===== src/rtl/alu_imm_pkg.sv =====
// Shared constants and FSM state type for the OP-IMM sequencer.
package alu_imm_pkg;

    localparam logic [6:0] OP_IMM = 7'b0010011;

    localparam logic [2:0] F3_ADDI  = 3'd0;
    localparam logic [2:0] F3_SLLI  = 3'd1; // unsupported: shift
    localparam logic [2:0] F3_SLTI  = 3'd2;
    localparam logic [2:0] F3_SLTIU = 3'd3;
    localparam logic [2:0] F3_XORI  = 3'd4;
    localparam logic [2:0] F3_SRXI  = 3'd5; // unsupported: shift
    localparam logic [2:0] F3_ORI   = 3'd6;
    localparam logic [2:0] F3_ANDI  = 3'd7;

    typedef enum logic [1:0] {
        StIdle,
        StRead,
        StExec,
        StWb
    } state_e;

endpackage


===== src/rtl/alu_imm_decode.sv =====
// Combinational OP-IMM field extraction, imm12 sign extension and legality check.
module alu_imm_decode
    import alu_imm_pkg::*;
#(
    parameter int unsigned XLEN       = 32,
    parameter int unsigned REG_ADDR_W = 5
) (
    input  logic [31:0]           instr_i,
    output logic [REG_ADDR_W-1:0] rd_o,
    output logic [REG_ADDR_W-1:0] rs1_o,
    output logic [2:0]            funct3_o,
    output logic [XLEN-1:0]       imm_o,
    output logic                  legal_o
);

    logic [6:0] opcode;

    assign opcode   = instr_i[6:0];
    assign rd_o     = instr_i[7 +: REG_ADDR_W];
    assign funct3_o = instr_i[14:12];
    assign rs1_o    = instr_i[15 +: REG_ADDR_W];
    assign imm_o    = {{(XLEN - 12){instr_i[31]}}, instr_i[31:20]};

    // The attached ALU has no shifter, so the shift-immediate encodings are rejected.
    assign legal_o = (opcode == OP_IMM) && (funct3_o != F3_SLLI) && (funct3_o != F3_SRXI);

endmodule


===== src/rtl/alu_imm_sequencer.sv =====
// Sequences one OP-IMM instruction at a time: decode, RF read, registered ALU, writeback.
module alu_imm_sequencer
    import alu_imm_pkg::*;
#(
    parameter int unsigned XLEN        = 32,
    parameter int unsigned REG_ADDR_W  = 5,
    parameter int unsigned ALU_LATENCY = 1
) (
    input  logic                  clock_i,
    input  logic                  reset_n_i,
    input  logic                  instr_valid_i,
    output logic                  instr_ready_o,
    input  logic [31:0]           instr_i,
    output logic [REG_ADDR_W-1:0] rf_rs1_addr_o,
    input  logic [XLEN-1:0]       rf_rs1_data_i,
    output logic                  alu_enable_o,
    output logic [2:0]            alu_funct3_o,
    output logic [XLEN-1:0]       alu_rs1_o,
    output logic [XLEN-1:0]       alu_immediate_o,
    input  logic [XLEN-1:0]       alu_rd_value_i,
    output logic                  wb_valid_o,
    input  logic                  wb_ready_i,
    output logic [REG_ADDR_W-1:0] wb_rd_o,
    output logic [XLEN-1:0]       wb_value_o,
    output logic                  illegal_o,
    output logic                  busy_o
);

    localparam int unsigned CntW = (ALU_LATENCY > 1) ? $clog2(ALU_LATENCY + 1) : 1;

    logic [REG_ADDR_W-1:0] dec_rd;
    logic [REG_ADDR_W-1:0] dec_rs1;
    logic [2:0]            dec_funct3;
    logic [XLEN-1:0]       dec_imm;
    logic                  dec_legal;

    state_e                state_q;
    logic [CntW-1:0]       cnt_q;
    logic                  instr_ready_q;
    logic [REG_ADDR_W-1:0] rf_rs1_addr_q;
    logic                  alu_enable_q;
    logic [2:0]            funct3_q;
    logic [XLEN-1:0]       rs1_val_q;
    logic [XLEN-1:0]       imm_q;
    logic [REG_ADDR_W-1:0] rd_q;
    logic                  wb_valid_q;
    logic [REG_ADDR_W-1:0] wb_rd_q;
    logic [XLEN-1:0]       wb_value_q;
    logic                  illegal_q;

    alu_imm_decode #(
        .XLEN       (XLEN),
        .REG_ADDR_W (REG_ADDR_W)
    ) u_decode (
        .instr_i  (instr_i),
        .rd_o     (dec_rd),
        .rs1_o    (dec_rs1),
        .funct3_o (dec_funct3),
        .imm_o    (dec_imm),
        .legal_o  (dec_legal)
    );

    always_ff @(posedge clock_i or negedge reset_n_i) begin
        if (!reset_n_i) begin
            state_q       <= StIdle;
            cnt_q         <= '0;
            instr_ready_q <= 1'b0;
            rf_rs1_addr_q <= '0;
            alu_enable_q  <= 1'b0;
            funct3_q      <= '0;
            rs1_val_q     <= '0;
            imm_q         <= '0;
            rd_q          <= '0;
            wb_valid_q    <= 1'b0;
            wb_rd_q       <= '0;
            wb_value_q    <= '0;
            illegal_q     <= 1'b0;
        end else begin
            illegal_q <= 1'b0;
            case (state_q)
                StIdle: begin
                    if (instr_valid_i && instr_ready_q && dec_legal) begin
                        rd_q          <= dec_rd;
                        funct3_q      <= dec_funct3;
                        imm_q         <= dec_imm;
                        rf_rs1_addr_q <= dec_rs1;
                        instr_ready_q <= 1'b0;
                        state_q       <= StRead;
                    end else begin
                        // Also raises ready on the first edge after reset release.
                        instr_ready_q <= 1'b1;
                        if (instr_valid_i && instr_ready_q) begin
                            illegal_q <= 1'b1;
                        end
                    end
                end
                StRead: begin
                    rs1_val_q    <= rf_rs1_data_i;
                    alu_enable_q <= 1'b1;
                    cnt_q        <= CntW'(ALU_LATENCY);
                    state_q      <= StExec;
                end
                StExec: begin
                    if (cnt_q == '0) begin
                        wb_value_q   <= alu_rd_value_i;
                        alu_enable_q <= 1'b0;
                        if (rd_q != '0) begin
                            wb_valid_q <= 1'b1;
                            wb_rd_q    <= rd_q;
                            state_q    <= StWb;
                        end else begin
                            instr_ready_q <= 1'b1;
                            state_q       <= StIdle;
                        end
                    end else begin
                        cnt_q <= cnt_q - CntW'(1);
                    end
                end
                StWb: begin
                    if (wb_ready_i) begin
                        wb_valid_q    <= 1'b0;
                        instr_ready_q <= 1'b1;
                        state_q       <= StIdle;
                    end
                end
                default: state_q <= StIdle;
            endcase
        end
    end

    assign instr_ready_o   = instr_ready_q;
    assign rf_rs1_addr_o   = rf_rs1_addr_q;
    assign alu_enable_o    = alu_enable_q;
    assign alu_funct3_o    = funct3_q;
    assign alu_rs1_o       = rs1_val_q;
    assign alu_immediate_o = imm_q;
    assign wb_valid_o      = wb_valid_q;
    assign wb_rd_o         = wb_rd_q;
    assign wb_value_o      = wb_value_q;
    assign illegal_o       = illegal_q;
    assign busy_o          = (state_q != StIdle);

endmodule


===== config.mk =====
export PLATFORM = sky130hd
export DESIGN_NAME = alu_imm_sequencer
export DESIGN_NICKNAME = d
export VERILOG_FILES = /design/src/rtl/alu_imm_pkg.sv /design/src/rtl/alu_imm_decode.sv /design/src/rtl/alu_imm_sequencer.sv
export SDC_FILE = /design/constraint.sdc
export NUM_CORES = 1
export LEC_CHECK = 0
export ABC_AREA = 1
export BUFFER_PORTS_ARGS = -buffer_cell sky130_fd_sc_hd__buf_2
export CORE_MARGIN = 10
export CORE_UTILIZATION = 52
export CTS_CLUSTER_DIAMETER = 30
export DETAILED_ROUTE_END_ITERATION = 8
export MAX_ROUTING_LAYER = met4
export PLACE_DENSITY = 0.83
export SYNTH_ARGS = -nofsm -noshare
export SYNTH_HDL_FRONTEND = slang
export SYNTH_HIERARCHICAL = 1
export SYNTH_SLANG_ARGS = --single-unit

===== constraint.sdc =====
create_clock -name clock_i -period 3.45 [get_ports clock_i]
set_input_delay 0.345 -clock clock_i [delete_from_list [all_inputs] [get_ports clock_i]]
set_output_delay 0.345 -clock clock_i [all_outputs]
set_load 0.02 [all_outputs]

==> out/qor.csv <==
stage;metric;value;unit
sta;hold_viol;0;
floorplanning;die_y;120;um
logic_synthesis;ys_top_cells_by_area;dfrtp_1, nand2_1, buf_4;
global_route;track_usage;0.187;
logic_synthesis;yosysWarnings;6;
worst_setup_path;required;3.79;ns
sta;tns;0;ns
clocking;clk_latency;0.49;ns
routing;drc_errors;0;
clocking;htree_num_levels;4;
clocking;clock_tree.buffer_depth;2;
floorplanning;start_util;0.531;
clocking;numCtsBuffers;17;
clocking;tritoncts;built;
finish;syn2layout_area_growth;26.4;%
worst_setup_path;critPathKind;reg2reg;
sta;holdWs;0.0470;ns
logic_synthesis;synth_flop_cell;dfrtp_1;
sta;maxSlewHeadroom;0.408;
logic_synthesis;syn_inst;526;
worst_hold_path;hp-class;in2reg;
status;status;finished clean;
sta;finalCritPeriodShare;0.684;
routing;drt-met1-wl;5600;um
routing;drtIter0Drc;286;
sta;slew_viol_final;0;
routing;routed_wl;13400;um
sta;fin_skew;0.00457;ns
placement;place_congestion;0.802;
placement;io_buffer_count;213;
global_route;grt_pass1_vias;4233;
worst_setup_path;start_kind;flip-flop;
logic_synthesis;synthesis.nets;630;
floorplanning;die_w;120;um
routing;routed_via_density;4.87;
logic_synthesis;ys_seq_area_frac;0.586;
clocking;ctsResizeCount;0;
pwr;leakage;0.00372;uW
clocking;clock_tree.root_cell;clkbuf_8;
floorplanning;fp-row-count;36;
routing;final_antenna_net_count;0;
global_route;overflow;0;
logic_synthesis;synth_area_leader_cell;dfrtp_1;
routing;drtPass1Iterations;5;
worst_setup_path;arrival;2.70;ns
logic_synthesis;synth_commonest_cells;nand2_1, dfrtp_1, buf_4;
routing;wl_met3;1010;um
sta;fmax;424;MHz
worst_setup_path;critPathMaxFanout;50;
clocking;clkTransAtPathRegs;0.06;ns
finish;nFillCells;735;
global_route;grt_max_degree;63;
routing;wl_per_cell;15.9;um
logic_synthesis;avgSynthCellArea;9.82;um^2
floorplanning;pin_count;214;
pwr;power.density;937;nW/um^2
logic_synthesis;synth_most_common_cell;nand2_1;
finish;drive_gt1_frac;0.405;
logic_synthesis;synth_top_area_share;0.586;
global_route;antenna_found_initial;0;
floorplanning;dieArea;14300;um^2
routing;dr_total_vias;4086;
worst_setup_path;worstSetupEndpointType;flip-flop;
sta;rsz0062_at_grt;false;
clocking;postCtsSetupRepairBufs;0;
clocking;holdBufCountCts;1;
logic_synthesis;synth_seq_cells;121;
pwr;ir_drop;0.000398;V
routing;dr_wl_met2;6540;um
sta;tightestPinTransition;0.885;ns
logic_synthesis;ys_types;22;
sta;finalSetupViolCount;0;
routing;top_layer_used;met4;
finish;nets;797;
placement;dpl.hpwl;9840;um
flow_run;drv_cap;0;
global_route;grt_pass1_wl;21300;um
logic_synthesis;synthArstFlopShare;1.00;
clocking;cts.sinks;121;
sta;finalCriticalPeriod;2.36;ns
floorplanning;core-area;9730;um^2
finish;antenna_cells;0;
logic_synthesis;synth_edf_count;0;
logic_synthesis;synth_area;5170;um^2
[per-layer routing]
metal / GRT usage / vias up
met5: - / -
met4: 0.0626 / 0
met3: 0.0609 / 16
met2: 0.295 / 173
met1: 0.223 / 1952
li1: - / 1945
[logic make-up (layout without fill, tap and decap cells)]
group,Yosys count,in the layout,synth area share
simple gates,269,269,0.213
flops,121,121,0.586
buf+inv,87,267,0.109
mux,32,32,0.0698
compound gates,13,13,0.0126
fa+ha+maj,4,4,0.00969
[layout by cell type, fill, tap and decap left out, types with 2 or more instances in the layout]
master / instances
buf_2: 212
nand2_1: 204
dfrtp_1: 121
nand3_1: 45
mux2_2: 32
clkbuf_16: 16
inv_1: 15
nor2_1: 13
a21oi_1: 7
o21ai_0: 6
clkinvlp_4: 6
ha_1: 4
inv_6: 3
buf_4: 3
inv_2: 2
clkbuf_8: 2
bufinv_16: 2
[state kept, by name, indices dropped and copies added (netlist names)]
register and count:
alu_enable_o 1, alu_funct3_o 3, alu_immediate_o 32, alu_rs1_o 32, cnt_q 1, illegal_o 1, instr_ready_o 1, rd_q 5
rf_rs1_addr_o 5, state_q 2, wb_rd_o 5, wb_valid_o 1, wb_value_o 32
[final cells by class]
| class | instances | area [um^2] | area share |
|---|---|---|---|
| Tap cell | 133 | 166 | 0.0255 |
| Timing Repair Buffer | 217 | 1110 | 0.170 |
| Clock buffer | 19 | 432 | 0.0661 |
| Multi-Input combinational cell | 318 | 1580 | 0.241 |
| Clock inverter | 13 | 145 | 0.0222 |
| Inverter | 18 | 70.1 | 0.0107 |
| Sequential cell | 121 | 3030 | 0.464 |
[final timing paths]
path,start,to,slack [ns],cells after the start
worst max-delay path,state_q[0],rd_q[3],1.09,5
worst min-delay path,alu_rd_value_i[9],wb_value_o[9],0.05,3
worst max register to register,state_q[0],rd_q[3],1.09,5
worst min register to register,wb_value_o[22],wb_value_o[22],0.47,2
max in group asynchronous,reset_n_i,alu_rs1_o[27],2.15,3
min in group asynchronous,reset_n_i,alu_rs1_o[0],0.48,2
[worst max-delay path: stages (launching register included)]
cell and delay, ns:
dfrtp_1 0.43, inv_1 0.11, ha_1 0.58, nand2_2 0.69, nor2_1 0.30, a21oi_1 0.08
[report_power, final]
part / internal [uW] / switching [uW]
logic: 805 / 1440
clock network: 1050 / 646
registers: 1910 / 259
total: 3770 / 2350
[stage by stage]
stage / worst slack, ns / power, uW / cells / utilization / instance area [um^2]
after global routing: 0.850 / 6490 / 839 / 0.671 / 6530
after detailed placement: 0.870 / 4470 / 806 / 0.611 / 5940
final: 1.09 / 6120 / 839 / 0.671 / 6530
after floorplan: 2.01 / 3710 / 526 / - / 5170
after global placement: 0.957 / 4380 / 806 / 0.611 / 5940
after CTS: 1.06 / 6190 / 839 / 0.671 / 6530
Power figures use the tool's default switching activity.
